**config.mk**
```make
export PLATFORM = sky130hd
export DESIGN_NAME = inst_encoder
export DESIGN_NICKNAME = d
export VERILOG_FILES = /design/src/rtl/inst_encoder.sv
export SDC_FILE = /design/constraint.sdc
export NUM_CORES = 1
export LEC_CHECK = 0
export BUFFER_PORTS_ARGS = -buffer_cell sky130_fd_sc_hd__buf_2
export CORE_MARGIN = 10
export CORE_UTILIZATION = 33
export DETAILED_ROUTE_END_ITERATION = 6
export PLACE_DENSITY = 0.59
export REMOVE_ABC_BUFFERS = 1
export SLEW_MARGIN = 20
export SYNTH_ARGS = -nofsm -noshare
export SYNTH_HDL_FRONTEND = slang
export SYNTH_SLANG_ARGS = --single-unit
```
**constraint.sdc**
```tcl
create_clock -name clk -period 1.8 [get_ports clk]
set_clock_uncertainty 0.15 [all_clocks]
set_input_delay 0 -clock clk [delete_from_list [all_inputs] [get_ports clk]]
set_output_delay 0 -clock clk [all_outputs]
set_load 0.01 [all_outputs]
```
**src/rtl/inst_encoder.sv**
```systemverilog
// RV32I instruction encoder: packs fields plus a full immediate into one word, expands LI to ADDI or LUI+ADDI.
// Define INST_ENC_ERR_CNT_EN to add the saturating err_count output.
module inst_encoder #(
  parameter int         XLEN       = 32,
  parameter logic [6:0] LI_OP_LUI  = 7'b0110111,
  parameter logic [6:0] LI_OP_ADDI = 7'b0010011
) (
  input  logic            clk,
  input  logic            reset,
  input  logic            in_valid,
  output logic            in_ready,
  input  logic [2:0]      in_fmt,
  input  logic [6:0]      in_opcode,
  input  logic [4:0]      in_rd,
  input  logic [4:0]      in_rs1,
  input  logic [4:0]      in_rs2,
  input  logic [2:0]      in_funct3,
  input  logic [6:0]      in_funct7,
  input  logic [XLEN-1:0] in_imm,
  output logic            out_valid,
  input  logic            out_ready,
  output logic [XLEN-1:0] out_inst,
  output logic            out_last,
  output logic            out_err
`ifdef INST_ENC_ERR_CNT_EN
  ,
  output logic [15:0]     err_count
`endif
);

  typedef enum logic [0:0] {IDLE = 1'b0, LI_2 = 1'b1} state_t;

  localparam logic [2:0] FMT_R  = 3'd0;
  localparam logic [2:0] FMT_I  = 3'd1;
  localparam logic [2:0] FMT_S  = 3'd2;
  localparam logic [2:0] FMT_B  = 3'd3;
  localparam logic [2:0] FMT_U  = 3'd4;
  localparam logic [2:0] FMT_J  = 3'd5;
  localparam logic [2:0] FMT_LI = 3'd6;

  // Handshake: a transfer happens on a rising edge where valid && ready; ready never looks at valid.
  state_t          state, state_next;
  logic            accept, li_load;
  logic [XLEN-1:0] enc_inst;
  logic            enc_err, enc_two;
  logic [XLEN-1:0] li_sum;
  logic [11:0]     li_lo_q;
  logic [4:0]      li_rd_q;
  logic            sx11, sx12, sx20;

  assign in_ready = (state == IDLE) && (!out_valid || out_ready);
  assign accept   = in_valid && in_ready;
  // In LI_2 the first word is always valid, so out_ready alone marks its hand-off.
  assign li_load  = (state == LI_2) && out_ready;

  assign li_sum = in_imm + 32'h0000_0800;
  assign sx11   = (&in_imm[31:11]) || !(|in_imm[31:11]);
  assign sx12   = (&in_imm[31:12]) || !(|in_imm[31:12]);
  assign sx20   = (&in_imm[31:20]) || !(|in_imm[31:20]);

  always_comb begin
    enc_inst = '0;
    enc_err  = 1'b0;
    enc_two  = 1'b0;
    case (in_fmt)
      FMT_R: enc_inst = {in_funct7, in_rs2, in_rs1, in_funct3, in_rd, in_opcode};
      FMT_I: begin
        enc_err  = !sx11;
        enc_inst = {in_imm[11:0], in_rs1, in_funct3, in_rd, in_opcode};
      end
      FMT_S: begin
        enc_err  = !sx11;
        enc_inst = {in_imm[11:5], in_rs2, in_rs1, in_funct3, in_imm[4:0], in_opcode};
      end
      FMT_B: begin
        enc_err  = !sx12 || in_imm[0];
        enc_inst = {in_imm[12], in_imm[10:5], in_rs2, in_rs1, in_funct3,
                    in_imm[4:1], in_imm[11], in_opcode};
      end
      FMT_U: begin
        enc_err  = |in_imm[11:0];
        enc_inst = {in_imm[31:12], in_rd, in_opcode};
      end
      FMT_J: begin
        enc_err  = !sx20 || in_imm[0];
        enc_inst = {in_imm[20], in_imm[10:1], in_imm[11], in_imm[19:12], in_rd, in_opcode};
      end
      FMT_LI: begin
        if (sx11) begin
          enc_inst = {in_imm[11:0], 5'd0, 3'b000, in_rd, LI_OP_ADDI};
        end else begin
          // hi is rounded so that the sign-extended ADDI of lo lands on the exact value.
          enc_inst = {li_sum[31:12], in_rd, LI_OP_LUI};
          enc_two  = |in_imm[11:0];
        end
      end
      default: enc_err = 1'b1;
    endcase
    if (enc_err) enc_inst = '0;
  end

  always_comb begin
    state_next = state;
    case (state)
      IDLE:    if (accept && enc_two) state_next = LI_2;
      LI_2:    if (li_load) state_next = IDLE;
      default: state_next = IDLE;
    endcase
  end

  always_ff @(posedge clk or posedge reset) begin
    if (reset) state <= IDLE;
    else       state <= state_next;
  end

  always_ff @(posedge clk or posedge reset) begin
    if (reset) begin
      out_valid <= 1'b0;
      out_inst  <= '0;
      out_last  <= 1'b0;
      out_err   <= 1'b0;
      li_lo_q   <= '0;
      li_rd_q   <= '0;
    end else if (accept) begin
      out_valid <= 1'b1;
      out_inst  <= enc_inst;
      out_last  <= !enc_two;
      out_err   <= enc_err;
      li_lo_q   <= in_imm[11:0];
      li_rd_q   <= in_rd;
    end else if (li_load) begin
      out_valid <= 1'b1;
      out_inst  <= {li_lo_q, li_rd_q, 3'b000, li_rd_q, LI_OP_ADDI};
      out_last  <= 1'b1;
      out_err   <= 1'b0;
    end else if (out_valid && out_ready) begin
      out_valid <= 1'b0;
    end
  end

`ifdef INST_ENC_ERR_CNT_EN
  always_ff @(posedge clk or posedge reset) begin
    if (reset) begin
      err_count <= '0;
    end else if (out_valid && out_ready && out_err && (err_count != 16'hFFFF)) begin
      err_count <= err_count + 16'd1;
    end
  end
`endif

endmodule

```
==> run_results.csv, run 1 <==
group,metric,value,unit
setup_path,r2r_slack,150,ps
die,die_x,128,um
power_and_ir_drop,switching_share,0.338,
power_and_ir_drop,internal_power,2.74,mW
setup_path,cp_max_fo,13,
die,ios,107,
sta,final-hold-violation-count,1,
power_and_ir_drop,pwr-share-comb,0.350,
global_routing,grt_max_degree,37,
global_routing,grt_pass1_vias,4385,
sta,period_needed,1680,ps
global_routing,antenna_found_initial,0,
die,num_rows,39,
power_and_ir_drop,p_per_area,735,nW/um^2
setup_path,crit_path_start_kind,"input port",
route,dr_wl_met2,7.21,mm
route,routedWlPerCell,18.9,um
setup_path,arrival,1720,ps
setup_path,reg2reg_from,"state",
power_and_ir_drop,switching_power,1.40,mW
logic_synthesis,yosys_warnings,0,
placed_design,dp.cells,766,
cells_and_area,syn_to_final_growth,46.4,%
logic_synthesis,synth_edf_count,0,
sta,whs,-0.909,ps
route,vias,4328,
sta,worst_slew_pin_slew,484,ps
route,ant_nets,0,
logic_synthesis,synthTopCellsByArea,"dfrtp_1 (35%), nand2_1 (9.8%), o31ai_2 (4.6%), a21oi_1 (3.1%), o22ai_1 (2.9%)",
logic_synthesis,synth-seq-cells,53,
die,core_area,11400,um^2
clock_tree,cts_root_buf,"clkbuf_16",
cells_and_area,multi_input_area,2320,um^2
cells_and_area,antennaDiodeCount,0,
sta,finalMaxSlewViolations,0,
clock_tree,clock_sinks,53,
clock_tree,tritoncts,"built",
route,first_iter_violations,326,
logic_synthesis,synthCells,470,
cells_and_area,seq_area,1330,um^2
flow_run,max_cap_viol_count,0,
placed_design,io_buffers,106,
setup_path,r2r_end,"out_inst[31]",
clock_tree,numCtsBuffers,5,
cells_and_area,final_nets,737,
power_and_ir_drop,p_leak,2.66,nW
sta,fmax,596,MHz
route,top_layer,"met4",
sta,period_share,0.932,
placed_design,globalplace.congestion,0.944,
logic_synthesis,syn_area,3840,um^2
setup_path,startpoint,"out_ready",
die,die-area,16400,um^2
placed_design,preCtsSetupSlack,-362,ps
sta,worst_slack,122,ps
route,drc,0,
logic_synthesis,synth_seq_area_share,0.345,
setup_path,rr_worst_depth,7,
status,status,"finished with violations",
global_routing,grtUsageTotal,0.186,
clock_tree,clkTransAtPathRegs,70,ps
sta,grt_setup_unrepaired,"false",
route,met1_length,6.82,mm
global_routing,grt_pass1_wl,24.2,mm
clock_tree,h-tree-depth,2,
route,vias_per_cell,5.36,
logic_synthesis,synth_cell_types,51,
power_and_ir_drop,pwr-share-seq,0.370,
cells_and_area,post-route-util,0.493,
setup_path,crit_end,"out_inst[31]",
status,violations,"negative hold slack",
route,dr_wl_met3,959,um
sta,tns,0,ps
global_routing,overflow,0,
power_and_ir_drop,peakVddDrop,471,uV
die,die_h,128,um
setup_path,end_kind,"flop",
sta,slew_headroom,0.677,
logic_synthesis,yosys_most_used_dff,"dfrtp_1",
logic_synthesis,yosys.area.top_type_share,0.345,
cells_and_area,n_fill_cell,1144,
die,start_util,0.337,
power_and_ir_drop,pwr-share-clk,0.281,
clock_tree,max-clock-path-buffers,2,
logic_synthesis,yosysTopAreaCell,"dfrtp_1",
clock_tree,clkLatencyLatePin,310,ps
route,wirelength,15.3,mm
cells_and_area,drive_gt1_frac,0.365,
logic_synthesis,avgSynthCellArea,8.18,um^2
setup_path,cp_data_required_time,1840,ps
logic_synthesis,synthArstFlopShare,1.00,
cells_and_area,final_cells,808,
min_path,hold_class,"in2reg",
setup_path,worstSetupPathType,"in2reg",
placed_design,dp_hpwl,11.8,mm
sta,setup_viol,0,
route,drtPass1Iterations,4,
[cells in the final DEF (no fill, tap or decap), drive strengths merged, types with 9 or more instances in the layout]
cell	netlist	routed
xor2	9	9
and3	14	14
a211oi	14	14
nand4	11	11
nor4	10	10
and2	9	9
nand3	11	11
inv	12	12
nor2	18	18
a21oi	24	24
nand2	100	100
nor3	9	9
o31ai	15	15
dfrtp	53	53
buf	19	196
o21ai	21	21
dlygate4sd3	0	32
a22oi	11	11
xnor2	9	9
o22ai	20	20
[cell usage after synthesis, types with 5 or more instances]
cell type and instances:
nand2_1 100, dfrtp_1 53, a21oi_1 24, clkbuf_1 22, o21ai_0 20, nor2_1 18, o22ai_1 18, and3_1 14
o31ai_2 14, inv_1 12, a22oi_1 11, nand3_1 11, nand4_1 11, nor4_1 10, nor3_1 9, xnor2_1 9
xor2_1 9, a211oi_2 8, and2_1 8, buf_2 7, a211oi_1 6, a22o_1 6, a311oi_1 6, buf_1 6
o21a_1 6, nor2b_1 5
[critical path, cell delays in order]
cell and delay [ps]:
dlygate4sd3_1 520, buf_2 190, nand2b_2 190, nand2_4 130, buf_12 170, o21ai_0 70, o211ai_1 130, a221oi_2 240
a211oi_2 60
[through the flow]
step | cell area [um^2] | power, mW
floorplan | 3640 | 2.22
global placement | 5080 | 2.90
detailed placement | 5080 | 2.92
CTS | 5580 | 4.16
global route | 5630 | 4.37
finish | 5630 | 4.14
[state kept, by name, summed over array words and instances, names as in the netlist]
| signal | count |
|---|---|
| state | 1 |
| li_rd_q | 5 |
| out_valid | 1 |
| out_err | 1 |
| li_lo_q | 12 |
| out_last | 1 |
| out_inst | 32 |
[routing by layer]
metal | vias to the layer above | track usage
li1 | 2098 | -
met1 | 2079 | 0.247
met2 | 133 | 0.299
met3 | 18 | 0.0339
met4 | 0 | 0.0583
met5 | - | 0
[power by group through the flow]
stage	Sequential (mW)	Clock [mW]	Combinational [mW]
2_1_floorplan	1.61	0	0.611
3_5_place_dp	1.55	0	1.38
5_1_grt	1.56	1.22	1.59
4_1_cts	1.53	1.19	1.44
3_3_place_gp	1.54	0	1.35
6_report	1.53	1.16	1.45
[final cells by class]
type	count	area share
clock buffer	5	0.0222
clock inverter	3	0.00823
inverter	12	0.00800
multi-input combinational	364	0.412
sequential	53	0.236
tap	143	0.0318
timing repair buffer	228	0.282
[kinds of logic after synthesis]
kind of cell	Yosys count	share of synthesized area
simple gates	198	0.243
compound gates	139	0.281
buf+inv	53	0.0638
flops	53	0.345
xor+xnor	18	0.0410
mux	7	0.0192
fa+ha+maj	2	0.00651
[what timing repair did]
item	CTS	global route
hold buffers	32	0
gates resized for setup	1	8
endpoints found under the hold margin	88	0
pin swaps	0	1
buffers inserted	0	2
endpoints found under the setup margin	5	18
[worst min path at each step]
| stage | startpoint | endpoint | slack, ps | cells after the start |
|---|---|---|---|---|
| CTS | in_imm[11] | li_lo_q[11] | 0.9 | 4 |
| finish | in_rs2[3] | out_inst[23] | -0.9 | 5 |
| global placement | reset | li_lo_q[1] | -130 | 2 |
| global route | in_rs2[3] | out_inst[23] | 40 | 5 |
| detailed placement | reset | li_lo_q[1] | -120 | 2 |
| floorplan | in_imm[0] | li_lo_q[0] | -40 | 2 |
(Power assumes the default switching activity.)
==> run 2, diff against run 1 <==
Settings changed: ABC_AREA from default to 1.
==> run 2 against run 1 <==
  * Critical endpoint is now out_inst[15]
  * The run now ends clean
  * Register-to-register slack better by 30 ps
  * Largest cell class unchanged
  * Design area down 4.8%
  * Clock-buffer cell count rose by 2
  * Largest power group unchanged
==> run_results.csv, run 2 <==
group,metric,value,unit
cells_and_area,final_nets,857,
die,start_util,0.336,
cells_and_area,drive_gt1_frac,0.228,
placed_design,dp.cells,883,
global_routing,grtUsageTotal,0.175,
sta,worst_slew_pin_slew,378,ps
power_and_ir_drop,p_per_area,693,nW/um^2
setup_path,rr_worst_depth,7,
sta,finalMaxSlewViolations,0,
logic_synthesis,synthTopCellsByArea,"dfrtp_1 (35%), nand2_1 (22%), nor2_1 (9.4%), o21ai_0 (6.3%), inv_1 (5.7%)",
logic_synthesis,synth_most_common_cell,"nand2_1",
logic_synthesis,syn_area,3840,um^2
cells_and_area,antennaDiodeCount,0,
logic_synthesis,yosys.area.top_type_share,0.346,
sta,period_needed,1620,ps
flow_run,max_cap_viol_count,0,
route,ant_nets,0,
power_and_ir_drop,peakVddDrop,580,uV
setup_path,crit_path_start_kind,"flop",
placed_design,io_buffers,106,
placed_design,preCtsSetupSlack,8.42,ps
route,wirelength,14.8,mm
cells_and_area,largest_reg_flops,32,
logic_synthesis,synth_edf_count,0,
sta,period_share,0.898,
logic_synthesis,synth-seq-cells,53,
sta,worst_slack,184,ps
die,die_x,128,um
setup_path,end_kind,"flop",
clock_tree,clkTransAtPathRegs,70,ps
cells_and_area,final_cell_mix,"nand2_1 (217), buf_2 (104), nor2_1 (96)",
sta,setup_viol,0,
route,vias,4621,
logic_synthesis,avgSynthCellArea,6.22,um^2
clock_tree,h-tree-depth,2,
power_and_ir_drop,finalPower,3.72,mW
sta,grt_setup_unrepaired,"false",
sta,slew_headroom,0.745,
setup_path,r2r_slack,180,ps
logic_synthesis,yosysTopAreaCell,"dfrtp_1",
logic_synthesis,synth_seq_area_share,0.346,
clock_tree,clkLatencyLatePin,290,ps
setup_path,reg2reg_from,"out_valid",
setup_path,worstSetupPathType,"reg2reg",
logic_synthesis,yosys_warnings,0,
global_routing,grt_pass1_vias,4679,
global_routing,grt_pass1_wl,23.7,mm
placed_design,globalplace.congestion,0.936,
logic_synthesis,yosys_most_used_dff,"dfrtp_1",
cells_and_area,top_regs,"out_inst (32), li_lo_q (12), li_rd_q (5)",
clock_tree,clock_sinks,53,
die,ios,107,
setup_path,cp_data_required_time,1870,ps
cells_and_area,regMostFlops,"out_inst",
sta,fmax,619,MHz
setup_path,arrival,1690,ps
placed_design,dp_hpwl,11.7,mm
die,num_rows,39,
clock_tree,cts_root_buf,"clkbuf_16",
route,drtPass1Iterations,5,
logic_synthesis,synthCells,617,
route,vias_per_cell,4.98,
clock_tree,numCtsBuffers,5,
route,drc,0,
die,die-area,16300,um^2
die,die_h,128,um
min_path,hold_class,"in2reg",
logic_synthesis,synth_cell_types,33,
logic_synthesis,ys_top_cells_by_count,"nand2_1 (221), nor2_1 (96), inv_1 (58)",
sta,final-hold-violation-count,0,
setup_path,cp_max_fo,5,
status,status,"completed",
global_routing,overflow,0,
global_routing,grt_max_degree,54,
clock_tree,tritoncts,"built",
setup_path,r2r_end,"out_inst[15]",
route,first_iter_violations,361,
setup_path,startpoint,"out_valid",
cells_and_area,final_common_cell,"nand2_1",
global_routing,antenna_found_initial,0,
die,core_area,11400,um^2
setup_path,crit_end,"out_inst[15]",
logic_synthesis,synthArstFlopShare,1.00,
sta,whs,2.73,ps
clock_tree,max-clock-path-buffers,2,
cells_and_area,syn_to_final_growth,39.7,%
power_and_ir_drop,p_leak,2.79,nW
cells_and_area,final_cells,928,
route,routedWlPerCell,16.0,um
==> run 2: routing by layer <==
| metal | global-route usage | part of all wire | vias up |
|---|---|---|---|
| li1 | - | - | 2293 |
| met1 | 0.230 | 0.44 | 2152 |
| met2 | 0.289 | 0.48 | 154 |
| met3 | 0.0273 | 0.061 | 22 |
| met4 | 0.0530 | 0.021 | 0 |
| met5 | 0 | 0 | - |
==> run 2: kinds of logic (layout without fill, tap and decap cells) <==
logic type      Yosys count  after routing  share of synthesized area
fa+ha+maj                 2              2                    0.00652
flops                    53             53                      0.346
compound gates          103            103                      0.148
simple gates            367            367                      0.391
xor+xnor                 10             10                     0.0228
buf+inv                  82            250                     0.0858
==> run 2: per-stage QoR <==
| stage | util | setup TNS (ps) | area [um^2] |
|---|---|---|---|
| after floorplan | - | -33010 | 3750 |
| after global placement | 0.417 | 0 | 4760 |
| after detailed placement | 0.417 | 0 | 4760 |
| after CTS | 0.460 | 0 | 5250 |
| after global routing | 0.469 | 0 | 5360 |
| final | 0.469 | 0 | 5360 |
==> run 2: cell type report <==
| class | count | area, um^2 |
|---|---|---|
| Tap cell | 143 | 179 |
| Inverter | 64 | 240 |
| Clock buffer | 7 | 133 |
| Multi-Input combinational cell | 482 | 2220 |
| Sequential cell | 53 | 1330 |
| Timing Repair Buffer | 178 | 1250 |
| Clock inverter | 1 | 7.51 |
| Fill cell | 1253 | 6060 |
==> run 2: worst min path at each step <==
| stage | startpoint | end | cells after the start |
|---|---|---|---|
| floorplan | in_imm[7] | li_lo_q[7] | 2 |
| global placement | reset | out_valid | 3 |
| detailed placement | reset | out_valid | 3 |
| CTS | in_funct7[4] | out_inst[29] | 5 |
| global route | in_rs1[4] | out_inst[19] | 5 |
| finish | in_rs1[4] | out_inst[19] | 5 |
==> run 2: what timing repair did <==
action / in CTS / in global routing
buffers inserted: 0 / 1
hold buffers: 35 / 0
resized for setup: 0 / 17
setup endpoints to repair: 0 / 28
hold endpoints to repair: 93 / 0
==> run 2: worst max-delay path, stage by stage (launching register included) <==
cell     delay (ps)
dfrtp_1         400
a21oi_2         170
nand2_2         100
buf_4           180
nor2_8          170
buf_6           140
nand2_1          90
a21oi_2         130
==> run 2: power breakdown <==
group	internal [mW]	leakage (nW)	total (mW)	switching, mW
Sequential	1.41	0.650	1.53	0.120
Clock	0.518	0.0641	0.942	0.424
Combinational	0.516	2.08	1.24	0.724
==> run 3, diff against run 2 <==
Settings changed: CORE_UTILIZATION 33 to 48, PLACE_DENSITY 0.59 to 0.79.
==> run 3 against run 2 <==
  * Cell count decreased by 4.0%
  * Total power decreased by 5.5%
  * Utilization increased by 21 points
  * First-iteration DRC count increased by 20%
  * Design area decreased by 1.8%
  * Sequential power about the same
  * Global-route usage increased by 6.9 points
  * Sequential share of layout area increased by 0.46 points
  * Critical endpoint is now out_inst[27]
  * The flow now finishes with violations (negative hold slack)
  * Flip-flop and latch count unchanged
  * Via count increased by 3.0%
==> run_results.csv, run 3 (synthesis results as in run 2) <==
group,metric,value,unit
status,status,"finished with violations",
status,violations,"negative hold slack",
sta,worst_slack,62.0,ps
min_path,hold_class,"in2reg",
cells_and_area,fin_area,5260,um^2
global_routing,grtUsageMet1,0.322,
cells_and_area,syn_to_final_growth,37.1,%
route,ant_nets,0,
sta,finalMaxSlewViolations,0,
global_routing,grt_pass1_vias,4682,
placed_design,preCtsSetupSlack,-117,ps
setup_path,slowest_delay,410,ps
setup_path,arrival,1830,ps
min_path,holdPathEnd,"out_inst[0]",
cells_and_area,seq_area,1330,um^2
sta,setup_viol,0,
clock_tree,clkLatencyLatePin,320,ps
placed_design,io_buffers,106,
sta,fmax,575,MHz
global_routing,overflow,0,
cells_and_area,final_common_cell,"nand2_1",
setup_path,path_buf_inv,2,
clock_tree,numCtsBuffers,5,
die,die_x,109,um
setup_path,end_kind,"flop",
setup_path,cp_max_fo,5,
cells_and_area,drive_gt1_frac,0.223,
setup_path,crit_slowest_cell,"dfrtp_1",
cells_and_area,multi_input_area,2200,um^2
die,core_area,7770,um^2
cells_and_area,n_fill_cell,713,
cells_and_area,final_cell_mix,"nand2_1 (219), buf_2 (102), nor2_1 (95)",
setup_path,crit_path_start_kind,"flop",
clock_tree,clock_sinks,53,
setup_path,reg2reg_from,"out_valid",
die,num_rows,32,
die,ios,107,
clock_tree,clkTransAtPathRegs,110,ps
global_routing,grt_busiest_layer,"met2",
route,routedWlPerCell,17.0,um
sta,period_share,0.966,
setup_path,r2r_slack,60,ps
setup_path,r2r_end,"out_inst[27]",
route,drc,0,
global_routing,antenna_found_initial,1,
route,vias_per_cell,5.34,
setup_path,rr_worst_depth,7,
setup_path,cp_top_family,"flip-flops",
global_routing,grt_pass1_wl,23.4,mm
power_and_ir_drop,finalPower,3.51,mW
cells_and_area,top_regs,"out_inst (32), li_lo_q (12), li_rd_q (5)",
sta,final-hold-violation-count,1,
placed_design,globalplace.congestion,0.954,
global_routing,grt_max_degree,54,
sta,whs,-7.92,ps
route,drtPass1Iterations,5,
die,start_util,0.494,
placed_design,placed_cell_area,4670,um^2
clock_tree,tritoncts,"built",
cells_and_area,largest_reg_flops,32,
global_routing,globalRouteMet2Util,0.405,
route,wirelength,15.1,mm
setup_path,worstSetupPathType,"reg2reg",
global_routing,grtUsageTotal,0.244,
placed_design,dp_hpwl,11.5,mm
power_and_ir_drop,p_leak,2.78,nW
setup_path,cp_data_required_time,1890,ps
route,vias,4760,
global_routing,met3_usage,0.0345,
sta,grt_setup_unrepaired,"false",
power_and_ir_drop,peakVddDrop,315,uV
min_path,whs_path_depth,5,
cells_and_area,regMostFlops,"out_inst",
die,die_h,109,um
clock_tree,h-tree-depth,2,
cells_and_area,final_nets,860,
flow_run,max_cap_viol_count,0,
clock_tree,max-clock-path-buffers,2,
power_and_ir_drop,p_per_area,668,nW/um^2
sta,slew_headroom,0.557,
min_path,worst_hold_startpoint,"in_opcode[0]",
route,first_iter_violations,432,
die,die-area,12000,um^2
sta,worst_slew_pin_slew,664,ps
sta,period_needed,1740,ps
clock_tree,cts_root_buf,"clkbuf_8",
setup_path,crit_path_cell_trace,"a21oi_1, nand2_1, buf_4, nor2_8, clkbuf_16, nand2_1, a21oi_1",
[run 3: worst max-delay path by stage]
stage | start | cells after the start | slack (ps) | end
after floorplan | out_valid | 6 | -1110 | out_inst[14]
after global placement | in_fmt[2] | 8 | -100 | out_inst[18]
after detailed placement | in_fmt[2] | 8 | -120 | out_inst[18]
after CTS | in_imm[3] | 14 | 10 | out_inst[19]
after global routing | in_imm[0] | 13 | 6 | out_inst[11]
final | out_valid | 7 | 60 | out_inst[27]
[run 3: power breakdown]
group	internal (mW)	total, mW	switching (mW)
Sequential	1.41	1.53	0.120
Combinational	0.515	1.25	0.738
Clock	0.284	0.729	0.444
Total	2.21	3.51	1.30
[run 3: per-stage QoR]
stage | TNS, ps | cells | util | hold WS [ps]
6_report | 0 | 891 | 0.677 | -7.92
5_1_grt | 0 | 891 | 0.677 | 25.7
4_1_cts | 0 | 888 | 0.664 | 0.636
3_5_place_dp | -181 | 840 | 0.601 | 65.7
3_3_place_gp | -100 | 840 | 0.601 | 57.9
2_1_floorplan | -33010 | 599 | - | -40.4
[run 3: final cells by class]
cell class                 count  area share
sequential                    53       0.252
tap                          102      0.0243
multi-input combinational    482       0.419
timing repair buffer         181       0.241
clock inverter                 3     0.00499
clock buffer                   5      0.0131
inverter                      64      0.0457
antenna                        1    0.000476
[run 3: routing by layer]
metal	part of all wire	wire, um
met1	0.42	6370
met2	0.48	7330
met5	0	0
met3	0.077	1170
met4	0.018	277
[run 3: repair_timing]
action,4_1_cts,5_1_grt
setup buffers,0,3
hold buffers,40,0
endpoints found under the hold margin,94,0
setup endpoints to repair,0,22
gates resized for setup,0,14
[run 3: worst min-delay path: cells and delay by family]
family                 cells  cell delay [ps]
AOI/OAI and AO/OA          2              180
buffers and inverters      1               70
and+or+nand+nor            2              180
